--- config.mk ---
export PLATFORM = sky130hd
export DESIGN_NAME = output_packet_serializer_flat
export DESIGN_NICKNAME = d
export VERILOG_FILES = /design/src/rtl/output_packet_serializer_pkg.sv /design/src/rtl/output_packet_serializer_if.sv /design/src/rtl/output_packet_serializer_packet_slot_fifo.sv /design/src/rtl/output_packet_serializer.sv /design/src/flat_wrapper.sv
export SDC_FILE = /design/constraint.sdc
export NUM_CORES = 1
export LEC_CHECK = 0
export CORE_ASPECT_RATIO = 1.5
export CORE_UTILIZATION = 57
export CTS_CLUSTER_SIZE = 30
export DETAILED_ROUTE_END_ITERATION = 10
export GPL_TIMING_DRIVEN = 0
export PLACE_DENSITY_LB_ADDON = 0.25
export SKIP_LAST_GASP = 1
export SLEW_MARGIN = 0
export SYNTH_ARGS = -nofsm -noshare
export SYNTH_HDL_FRONTEND = slang
export SYNTH_SLANG_ARGS = --single-unit
--- constraint.sdc ---
create_clock -name clock -period 7.65 [get_ports clock]
set_input_delay 0.765 -clock clock [delete_from_list [all_inputs] [get_ports clock]]
set_output_delay 0.765 -clock clock [all_outputs]
set_load 0.05 [all_outputs]
--- src/rtl/output_packet_serializer_pkg.sv ---
// -----------------------------------------------------------------------------
// RouterPkg
// Shared constants and types for the router output stage.
//   ROUTER_DATA_W / ROUTER_WORDS / ROUTER_OUT_DEPTH : default packet geometry
//   router_packet_t : packet type for the default geometry
//   word_order_e    : which end of the packet is transmitted first
//   src_word_index  : maps a transmit position to the packet word it carries
// -----------------------------------------------------------------------------
package RouterPkg;

    localparam int ROUTER_DATA_W    = 8;
    localparam int ROUTER_WORDS     = 4;
    localparam int ROUTER_OUT_DEPTH = 2;

    // Word WORDS-1 is the most significant word of the packed packet.
    typedef logic [ROUTER_WORDS-1:0][ROUTER_DATA_W-1:0] router_packet_t;

    typedef enum logic {
        ORDER_LSB_FIRST = 1'b0,
        ORDER_MSB_FIRST = 1'b1
    } word_order_e;

    // Position 0 is the first word on the wire; this returns its packet index.
    function automatic int src_word_index(input int pos, input int words,
                                          input word_order_e order);
        return (order == ORDER_MSB_FIRST) ? (words - 1 - pos) : pos;
    endfunction

endpackage

--- src/rtl/output_packet_serializer_if.sv ---
// -----------------------------------------------------------------------------
// output_packet_serializer_if
// Bundles the load side (from the input buffer) and the serial side (to the
// downstream port) of the output serializer.
//   master : drives flush, input_buffer_loaded, data_in, ready_to_receive
//   slave  : drives load_ready, data_routed, overflow, data_transfer_out,
//            output_buffer_data, last_word, pkt_count
// -----------------------------------------------------------------------------
interface output_packet_serializer_if
    import RouterPkg::*;
#(
    parameter int DATA_W = ROUTER_DATA_W,
    parameter int WORDS  = ROUTER_WORDS,
    parameter int DEPTH  = ROUTER_OUT_DEPTH
);
    localparam int CNT_W = $clog2(DEPTH + 1);

    logic                          flush;
    logic                          input_buffer_loaded;
    logic [WORDS-1:0][DATA_W-1:0]  data_in;
    logic                          load_ready;
    logic                          data_routed;
    logic                          overflow;
    logic                          ready_to_receive;
    logic                          data_transfer_out;
    logic [DATA_W-1:0]             output_buffer_data;
    logic                          last_word;
    logic [CNT_W-1:0]              pkt_count;

    modport master (
        output flush, input_buffer_loaded, data_in, ready_to_receive,
        input  load_ready, data_routed, overflow, data_transfer_out,
               output_buffer_data, last_word, pkt_count
    );

    modport slave (
        input  flush, input_buffer_loaded, data_in, ready_to_receive,
        output load_ready, data_routed, overflow, data_transfer_out,
               output_buffer_data, last_word, pkt_count
    );

endinterface

--- src/rtl/output_packet_serializer_packet_slot_fifo.sv ---
// -----------------------------------------------------------------------------
// packet_slot_fifo
// Circular store of whole packets for the output serializer.
//   clock, reset_n : rising-edge clock, asynchronous active-low reset
//   flush          : synchronous clear of pointers and count
//   push/push_data : write a packet into the tail slot (caller checks load_ready)
//   pop            : release the head slot (caller checks count)
//   head_data      : packet in the head slot
//   count          : number of occupied slots
//   load_ready     : at least one slot is free (registered count only)
// -----------------------------------------------------------------------------
module packet_slot_fifo
    import RouterPkg::*;
#(
    parameter int DATA_W = ROUTER_DATA_W,
    parameter int WORDS  = ROUTER_WORDS,
    parameter int DEPTH  = ROUTER_OUT_DEPTH,
    localparam int CNT_W = $clog2(DEPTH + 1),
    localparam int PTR_W = (DEPTH > 1) ? $clog2(DEPTH) : 1
) (
    input  logic                         clock,
    input  logic                         reset_n,
    input  logic                         flush,
    input  logic                         push,
    input  logic [WORDS-1:0][DATA_W-1:0] push_data,
    input  logic                         pop,
    output logic [WORDS-1:0][DATA_W-1:0] head_data,
    output logic [CNT_W-1:0]             count,
    output logic                         load_ready
);

    logic [WORDS-1:0][DATA_W-1:0] slots [DEPTH];
    logic [PTR_W-1:0]             wr_ptr;
    logic [PTR_W-1:0]             rd_ptr;

    // Explicit wrap so DEPTH need not be a power of two.
    function automatic logic [PTR_W-1:0] next_ptr(input logic [PTR_W-1:0] p);
        return (p == PTR_W'(DEPTH - 1)) ? '0 : p + 1'b1;
    endfunction

    always_ff @(posedge clock or negedge reset_n) begin
        if (!reset_n) begin
            wr_ptr <= '0;
            rd_ptr <= '0;
            count  <= '0;
        end else if (flush) begin
            wr_ptr <= '0;
            rd_ptr <= '0;
            count  <= '0;
        end else begin
            if (push) wr_ptr <= next_ptr(wr_ptr);
            if (pop)  rd_ptr <= next_ptr(rd_ptr);
            // Push and pop together leave the occupancy unchanged.
            case ({push, pop})
                2'b10:   count <= count + 1'b1;
                2'b01:   count <= count - 1'b1;
                default: count <= count;
            endcase
        end
    end

    // Packet storage carries no reset; occupancy alone says what is valid.
    always_ff @(posedge clock) begin
        if (push) slots[wr_ptr] <= push_data;
    end

    assign head_data  = slots[rd_ptr];
    assign load_ready = (count < CNT_W'(DEPTH));

endmodule

--- src/rtl/output_packet_serializer.sv ---
// -----------------------------------------------------------------------------
// output_packet_serializer
// Router output stage: queues whole packets and sends them one word per cycle
// under a valid/ready handshake.
//   clock, reset_n : rising-edge clock, asynchronous active-low reset
//   bus (slave)    : load side  - flush, input_buffer_loaded, data_in,
//                                 load_ready, data_routed, overflow, pkt_count
//                    serial side - ready_to_receive, data_transfer_out,
//                                 output_buffer_data, last_word
// -----------------------------------------------------------------------------
module output_packet_serializer
    import RouterPkg::*;
#(
    parameter int DATA_W    = ROUTER_DATA_W,
    parameter int WORDS     = ROUTER_WORDS,
    parameter int DEPTH     = ROUTER_OUT_DEPTH,
    parameter int MSB_FIRST = 1
) (
    input  logic                        clock,
    input  logic                        reset_n,
    output_packet_serializer_if.slave   bus
);

    localparam int CNT_W  = $clog2(DEPTH + 1);
    localparam int WPTR_W = $clog2(WORDS);
    localparam word_order_e ORDER = (MSB_FIRST != 0) ? ORDER_MSB_FIRST : ORDER_LSB_FIRST;

    logic [WORDS-1:0][DATA_W-1:0] head_data;
    logic [CNT_W-1:0]             count;
    logic                         load_ready;
    logic                         push;
    logic                         pop;
    logic                         adv;
    logic                         have_pkt;
    logic                         at_last;
    logic [WPTR_W-1:0]            wptr;
    logic [WPTR_W-1:0]            src_idx;

    logic                         out_valid;
    logic [DATA_W-1:0]            out_data;
    logic                         out_last;
    logic                         routed_q;
    logic                         overflow_q;

    packet_slot_fifo #(
        .DATA_W (DATA_W),
        .WORDS  (WORDS),
        .DEPTH  (DEPTH)
    ) u_slots (
        .clock      (clock),
        .reset_n    (reset_n),
        .flush      (bus.flush),
        .push       (push),
        .push_data  (bus.data_in),
        .pop        (pop),
        .head_data  (head_data),
        .count      (count),
        .load_ready (load_ready)
    );

    assign have_pkt = (count != '0);
    assign adv      = !out_valid || bus.ready_to_receive;
    assign at_last  = (wptr == WPTR_W'(WORDS - 1));
    assign src_idx  = WPTR_W'(src_word_index(int'(wptr), WORDS, ORDER));

    // A full queue refuses the load even if the head frees this same edge.
    assign push = bus.input_buffer_loaded && load_ready && !bus.flush;
    // The slot frees on the edge that fetches its last word.
    assign pop  = adv && have_pkt && at_last && !bus.flush;

    always_ff @(posedge clock or negedge reset_n) begin
        if (!reset_n) begin
            wptr       <= '0;
            out_valid  <= 1'b0;
            out_data   <= '0;
            out_last   <= 1'b0;
            routed_q   <= 1'b0;
            overflow_q <= 1'b0;
        end else if (bus.flush) begin
            // Flush wins over any load; the data register keeps its value.
            wptr       <= '0;
            out_valid  <= 1'b0;
            out_last   <= 1'b0;
            routed_q   <= 1'b0;
            overflow_q <= 1'b0;
        end else begin
            routed_q   <= push;
            overflow_q <= bus.input_buffer_loaded && !load_ready;
            if (adv) begin
                if (have_pkt) begin
                    out_data  <= head_data[src_idx];
                    out_valid <= 1'b1;
                    out_last  <= at_last;
                    wptr      <= at_last ? '0 : wptr + 1'b1;
                end else begin
                    out_valid <= 1'b0;
                end
            end
        end
    end

    assign bus.load_ready         = load_ready;
    assign bus.pkt_count          = count;
    assign bus.data_routed        = routed_q;
    assign bus.overflow           = overflow_q;
    assign bus.data_transfer_out  = out_valid;
    assign bus.output_buffer_data = out_data;
    assign bus.last_word          = out_last;

endmodule

--- src/flat_wrapper.sv ---
// flat-port wrapper written by rule: the top's interface ports become plain ports
module output_packet_serializer_flat import RouterPkg::*;
#(
    parameter int DATA_W    = ROUTER_DATA_W,
    parameter int WORDS     = ROUTER_WORDS,
    parameter int DEPTH     = ROUTER_OUT_DEPTH,
    parameter int MSB_FIRST = 1
)
  (clock, reset_n, bus_flush, bus_input_buffer_loaded, bus_data_in, bus_ready_to_receive, bus_load_ready, bus_data_routed, bus_overflow, bus_data_transfer_out, bus_output_buffer_data, bus_last_word, bus_pkt_count);
  output_packet_serializer_if #(.DATA_W(DATA_W), .WORDS(WORDS), .DEPTH(DEPTH)) bus_i ();
  input  logic clock;
  input  logic reset_n;
  input wire logic [$bits(bus_i.flush)-1:0] bus_flush;
  input wire logic [$bits(bus_i.input_buffer_loaded)-1:0] bus_input_buffer_loaded;
  input wire logic [$bits(bus_i.data_in)-1:0] bus_data_in;
  input wire logic [$bits(bus_i.ready_to_receive)-1:0] bus_ready_to_receive;
  output wire logic [$bits(bus_i.load_ready)-1:0] bus_load_ready;
  output wire logic [$bits(bus_i.data_routed)-1:0] bus_data_routed;
  output wire logic [$bits(bus_i.overflow)-1:0] bus_overflow;
  output wire logic [$bits(bus_i.data_transfer_out)-1:0] bus_data_transfer_out;
  output wire logic [$bits(bus_i.output_buffer_data)-1:0] bus_output_buffer_data;
  output wire logic [$bits(bus_i.last_word)-1:0] bus_last_word;
  output wire logic [$bits(bus_i.pkt_count)-1:0] bus_pkt_count;
  assign bus_i.flush = bus_flush;
  assign bus_i.input_buffer_loaded = bus_input_buffer_loaded;
  assign bus_i.data_in = bus_data_in;
  assign bus_i.ready_to_receive = bus_ready_to_receive;
  assign bus_load_ready = bus_i.load_ready;
  assign bus_data_routed = bus_i.data_routed;
  assign bus_overflow = bus_i.overflow;
  assign bus_data_transfer_out = bus_i.data_transfer_out;
  assign bus_output_buffer_data = bus_i.output_buffer_data;
  assign bus_last_word = bus_i.last_word;
  assign bus_pkt_count = bus_i.pkt_count;
  output_packet_serializer #(.DATA_W(DATA_W), .WORDS(WORDS), .DEPTH(DEPTH), .MSB_FIRST(MSB_FIRST)) u_core (.clock(clock), .reset_n(reset_n), .bus(bus_i));
endmodule
After elaboration in Yosys (flattened, before gate mapping) --
Memories as Yosys holds them, arrays and structs flattened. Index checks and enable logic that the tools add are counted.
Storage, ports and cells: input bits 37, memory bits (writable) 64, word-level logic and storage cells 64, memories 1, output and inout bits 15, register bits 18
Operators by class: bitwise gates (word level) 1, add/subtract/negate cells 6, multiplexer cells 24, reduce and logical (&&, ||, !) cells 18, equal/unequal tests 3, $lt $le $gt $ge 2
Memories:
- u_core.u_slots.slots | depth 2, width 32, read ports 1, clocked after Yosys merged registers in 0, wr ports 1, line output_packet_serializer_packet_slot_fifo.sv:32 | logic [WORDS-1:0][DATA_W-1:0] slots [DEPTH];
Operators with widths (count):
- $bmux 8 s2 | 1
- $mux 1 | 16
- $mux 2 | 5
- $reduce_bool 2->1 | 5
- $mux 8 | 1
- $logic_and 1x1->1 | 6
- $add 2x1->2 const B | 2
- $eq 2x2->1 const B | 2
- $pmux 2 s2 | 1
- $logic_not 1->1 | 3
- $lt 2x3->1 const B | 1
- $reduce_and 3->1 | 1
- $reduce_bool 3->1 | 1
- $add 1x1->1 const B | 2
- $eq 2x1->1 const B | 1
- $lt 2x2->1 const B | 1
- $reduce_and 2->1 | 1
- $sub 2x1->2 const B | 1
- $sub 2x2->2 const A | 1
- $logic_or 1x1->1 | 1
- $not 1->1 | 1

Logic depth before layout (Yosys ltp) --
depth after elaboration 8, depth in mapped cells 6, mapped depth without buffers 4

By module --
Synthesis repeated with hierarchy kept, for this count alone.
Unflattened totals: cell total of the unflattened synthesis 171, area, all modules 3440.8 µm²
By module, submodules not included:
- packet_slot_fifo | cells an instance 120, instances 1, area each 2645.0 µm²
- output_packet_serializer | cells an instance 51, instances 1, area each 795.8 µm²

Worst setup path after synthesis --
OpenSTA, ideal clock, no wires.
path kind in2reg, from input port bus_flush, to memory u_core.u_slots.slots[0][0] in the netlist's numbering, enable pin, cell stages on the path 3, required time 7225 ps, buffers on the path 1, arrival 2708 ps, slack 4517 ps, cell sequence clkbuf_1 nor3b_1 nor2b_1
On the way: cells in the longest elaborated chain, start to end 4
RTL lines:
- start, declared | line flat_wrapper.sv:13 | input wire logic [$bits(bus_i.flush)-1:0] bus_flush;
- $logic_not 1->1 | line output_packet_serializer.sv:67 | assign push = bus.input_buffer_loaded && load_ready && !bus.flush;
- $logic_and 1x1->1 | line output_packet_serializer.sv:67
- $mux 1 | line output_packet_serializer_packet_slot_fifo.sv:64 | if (push) slots[wr_ptr] <= push_data;
- $mux 1 (not written as such) | line output_packet_serializer_packet_slot_fifo.sv:64
- end, declared | line output_packet_serializer_packet_slot_fifo.sv:32
No other way between the ends.

Worst setup path in the final report --
from input port bus_flush, to memory u_core.u_slots.slots[0][27] in the netlist's numbering, enable pin
The elaborated chain is that of the path after synthesis.

==> results.py <==
metrics = {
    "run_status": {
        "status": "finished, final reports clean",
    },
    "sta": {
        "finalMaxSlewViolations": 0,
        "totalNegativeSetupSlack_ns": 0,
        "worst_pin_slew_ns": 0.932,
        "timing.slew.headroom_pct": 37.7,
        "min_period_over_period_pct": 35.1,
        "hold_ws_ns": 0.508,
        "setup_ws_ns": 4.96,
        "setup-violations-final": 0,
        "finalHoldViolCount": 0,
        "max_freq_mhz": 372,
        "skew_ns": 0.00791,
        "grt_setup_unrepaired": "no",
        "period_needed_ns": 2.69,
    },
    "synth": {
        "yosys_warnings": 0,
        "postSynthAreaPerCell_um2": 17.8,
        "synth_most_common_cell": "edfxtp_1",
        "ys_ff_latch": 82,
        "yosysTopAreaCell": "edfxtp_1",
        "synth.top_cell.area_share_pct": 59.8,
        "synth_ff_type": "edfxtp_1",
        "async_flop_share_pct": 22.0,
        "ys_top_cells_by_count": "edfxtp_1, mux2i_1, dfrtp_1",
        "synth_edf_count": 64,
        "synth_area_leaders": "edfxtp_1, dfrtp_1, mux2i_1",
        "yosysSeqAreaShare_pct": 73.8,
        "syn_nets": 219,
        "netlist_area_um2": 3210,
        "synth_cells": 181,
        "synthDistinctLibCells": 29,
    },
    "pwr": {
        "power_density_nw_per_um2": 288,
        "leakage_nw": 1.38,
        "switching_share_pct": 27.6,
        "ir_worst_vdd_v": 0.000312,
        "internal_power_w": 0.000845,
        "p_seq_share_pct": 47.3,
        "switching_power_w": 0.000322,
        "comb_power_share_pct": 21.9,
        "p_clk_share_pct": 30.8,
    },
    "critical_path": {
        "crit_path_max_incr_delay_ns": 0.83,
        "path_delay_family": "simple AND/OR/NAND/NOR gates",
        "cp_max_fo": 32,
        "slowest_stage": "nor2b_4",
        "path_class": "in2reg",
        "end_kind": "flop",
        "reg2reg_slack_ns": 5.63,
        "critPathBufInv": 2,
        "worstPathCellList": "clkdlybuf4s50_1 > clkbuf_1 > nor3b_1 > nor2b_4",
        "worstPathArrival_ns": 2.66,
        "cp_data_required_time_ns": 7.62,
        "cp-start-kind": "input port",
    },
    "floorplanning": {
        "initial_utilization_pct": 59.0,
        "ioPinCount": 52,
        "rows": 33,
        "die_h_um": 94.0,
        "dieArea_um2": 5950,
        "die_w_um": 63.3,
        "core_um2": 5450,
    },
    "place": {
        "placed_cells": 302,
        "place.gp.congestion": 0.753,
        "portBuffers": 51,
        "pre_cts_slack_ns": 4.60,
        "place_area_um2": 3820,
        "post-dp-hpwl_um": 3510,
    },
    "route": {
        "wl_per_cell_um": 16.5,
        "ant_nets": 0,
        "wl_um": 5260,
        "vias_per_cell": 5.51,
        "first_pass_iters": 4,
        "route.detailed.drc": 0,
        "route.vias.total": 1751,
        "drtIter0Drc": 86,
    },
    "clocking": {
        "clkLatencyLatePin_ns": 0.34,
        "post-cts-setup-buffers": 0,
        "cts_resized": 0,
        "ctsHoldBuffers": 0,
        "cts_tree": "done",
        "clk_pin_slew_worst_paths_ns": 0.07,
        "cts.sinks": 82,
        "htree_levels": 3,
        "cts_buffers": 9,
        "cts_root_buf": "clkbuf_8",
        "cts_max_path_buffers": 2,
    },
    "final_layout": {
        "syn2layout_area_growth_pct": 26.1,
        "fin_area_um2": 4050,
        "drive_gt1_share_pct": 14.1,
        "nets": 281,
        "diodes": 0,
        "final_cells": 318,
        "nFillCells": 366,
    },
    "job": {
        "cap_viol_max_count": 0,
    },
    "grt": {
        "grt_use_total_pct": 20.4,
        "grt_pass1_vias": 1864,
        "grt_max_degree": 33,
        "grt_pass1_wl_um": 8720,
        "grt_overflow": 0,
        "antenna_found_initial": 0,
    },
    "worst_hold_path": {
        "hold_path.class": "reg2reg",
    },
}
-- cell usage in the layout (no fill, tap or decap), types with 2 or more instances in the layout --
master           instances
a221oi_2                 2
buf_6                    2
nand2_1                  3
bufinv_16                3
nor3b_1                  2
edfxtp_1                64
buf_2                    2
a221oi_1                 6
a22o_1                   8
clkbuf_8                 9
dfrtp_1                 18
mux2_2                   8
clkinv_2                 3
clkbuf_1                 2
nor2b_1                  3
clkdlybuf4s50_1         51
xnor2_1                  3
a21oi_1                  4
mux2i_1                 33
nor2_1                   6
and2_1                   2
-- final timing paths --
| kind | startpoint | depth (start not counted) | endpoint |
|---|---|---|---|
| min in group asynchronous | reset_n | 1 | u_core.u_slots.count[1] |
| setup reg to reg | u_core.u_slots.count[1] | 2 | u_core.u_slots.slots[0][27] |
| max in group asynchronous | reset_n | 1 | u_core.bus.overflow |
| hold / removal | u_core.bus.output_buffer_data[3] | 1 | u_core.bus.output_buffer_data[3] |
| hold reg to reg | u_core.bus.output_buffer_data[3] | 1 | u_core.bus.output_buffer_data[3] |
| setup / recovery | bus_flush | 4 | u_core.u_slots.slots[0][27] |
-- logic make-up (layout without fill, tap and decap cells) --
kind of cell | Yosys count | count (layout) | share of synthesized area (%)
flops | 82 | 82 | 73.8
mux | 41 | 41 | 13.1
compound gates | 22 | 22 | 5.68
simple gates | 22 | 22 | 3.70
buf+inv | 9 | 76 | 2.26
xor+xnor | 4 | 4 | 1.09
fa+ha+maj | 1 | 1 | 0.389
-- power by group through the flow --
stage / clock network [W] / registers [W] / logic (W)
2_1_floorplan: 0 / 0.000644 / 0.0000767
3_3_place_gp: 0 / 0.000560 / 0.000251
3_5_place_dp: 0 / 0.000561 / 0.000257
4_1_cts: 0.000362 / 0.000552 / 0.000258
5_1_grt: 0.000379 / 0.000557 / 0.000272
6_report: 0.000359 / 0.000552 / 0.000256
-- worst reg2reg max path, stage by stage, from the launching register on --
cell and delay (ns):
dfrtp_1 0.47, nor3b_1 0.33, nor2b_4 0.83
-- final cells by class --
cell class / count / area, um2 / area share (%)
clock inverters: 6 / 105 / 2.59
repair buffers: 51 / 510 / 12.6
flip-flops and latches: 82 / 2370 / 58.5
well taps: 70 / 87.6 / 2.16
clock buffers: 10 / 128 / 3.15
inverters: 1 / 3.75 / 0.0926
plain buffers: 8 / 68.8 / 1.70
multi-input cells: 90 / 778 / 19.2
-- sequential cells by signal (all words and copies together) (netlist names), 2 cells and up --
name                           flops
u_core.u_slots.slots              64
u_core.bus.output_buffer_data      8
u_core.u_slots.count               2
u_core.wptr                        2
-- per-stage QoR --
step	total power (W)	utilization, %
after global placement	0.000811	69.9
after CTS	0.00117	74.4
after detailed placement	0.000819	70.1
after global routing	0.00121	74.4
final	0.00117	74.4
after floorplan	0.000720	-
-- layer usage --
metal	part of all wire (%)	routed length, um	up-vias	GRT usage, %
met3	3.8	200	7	4.73
met1	39	2070	864	23.2
li1	-	-	827	-
met5	0	0	-	0
met2	55	2890	53	35.5
met4	2.0	103	0	11.0
Note: power is estimated with default switching activity, not from simulation.
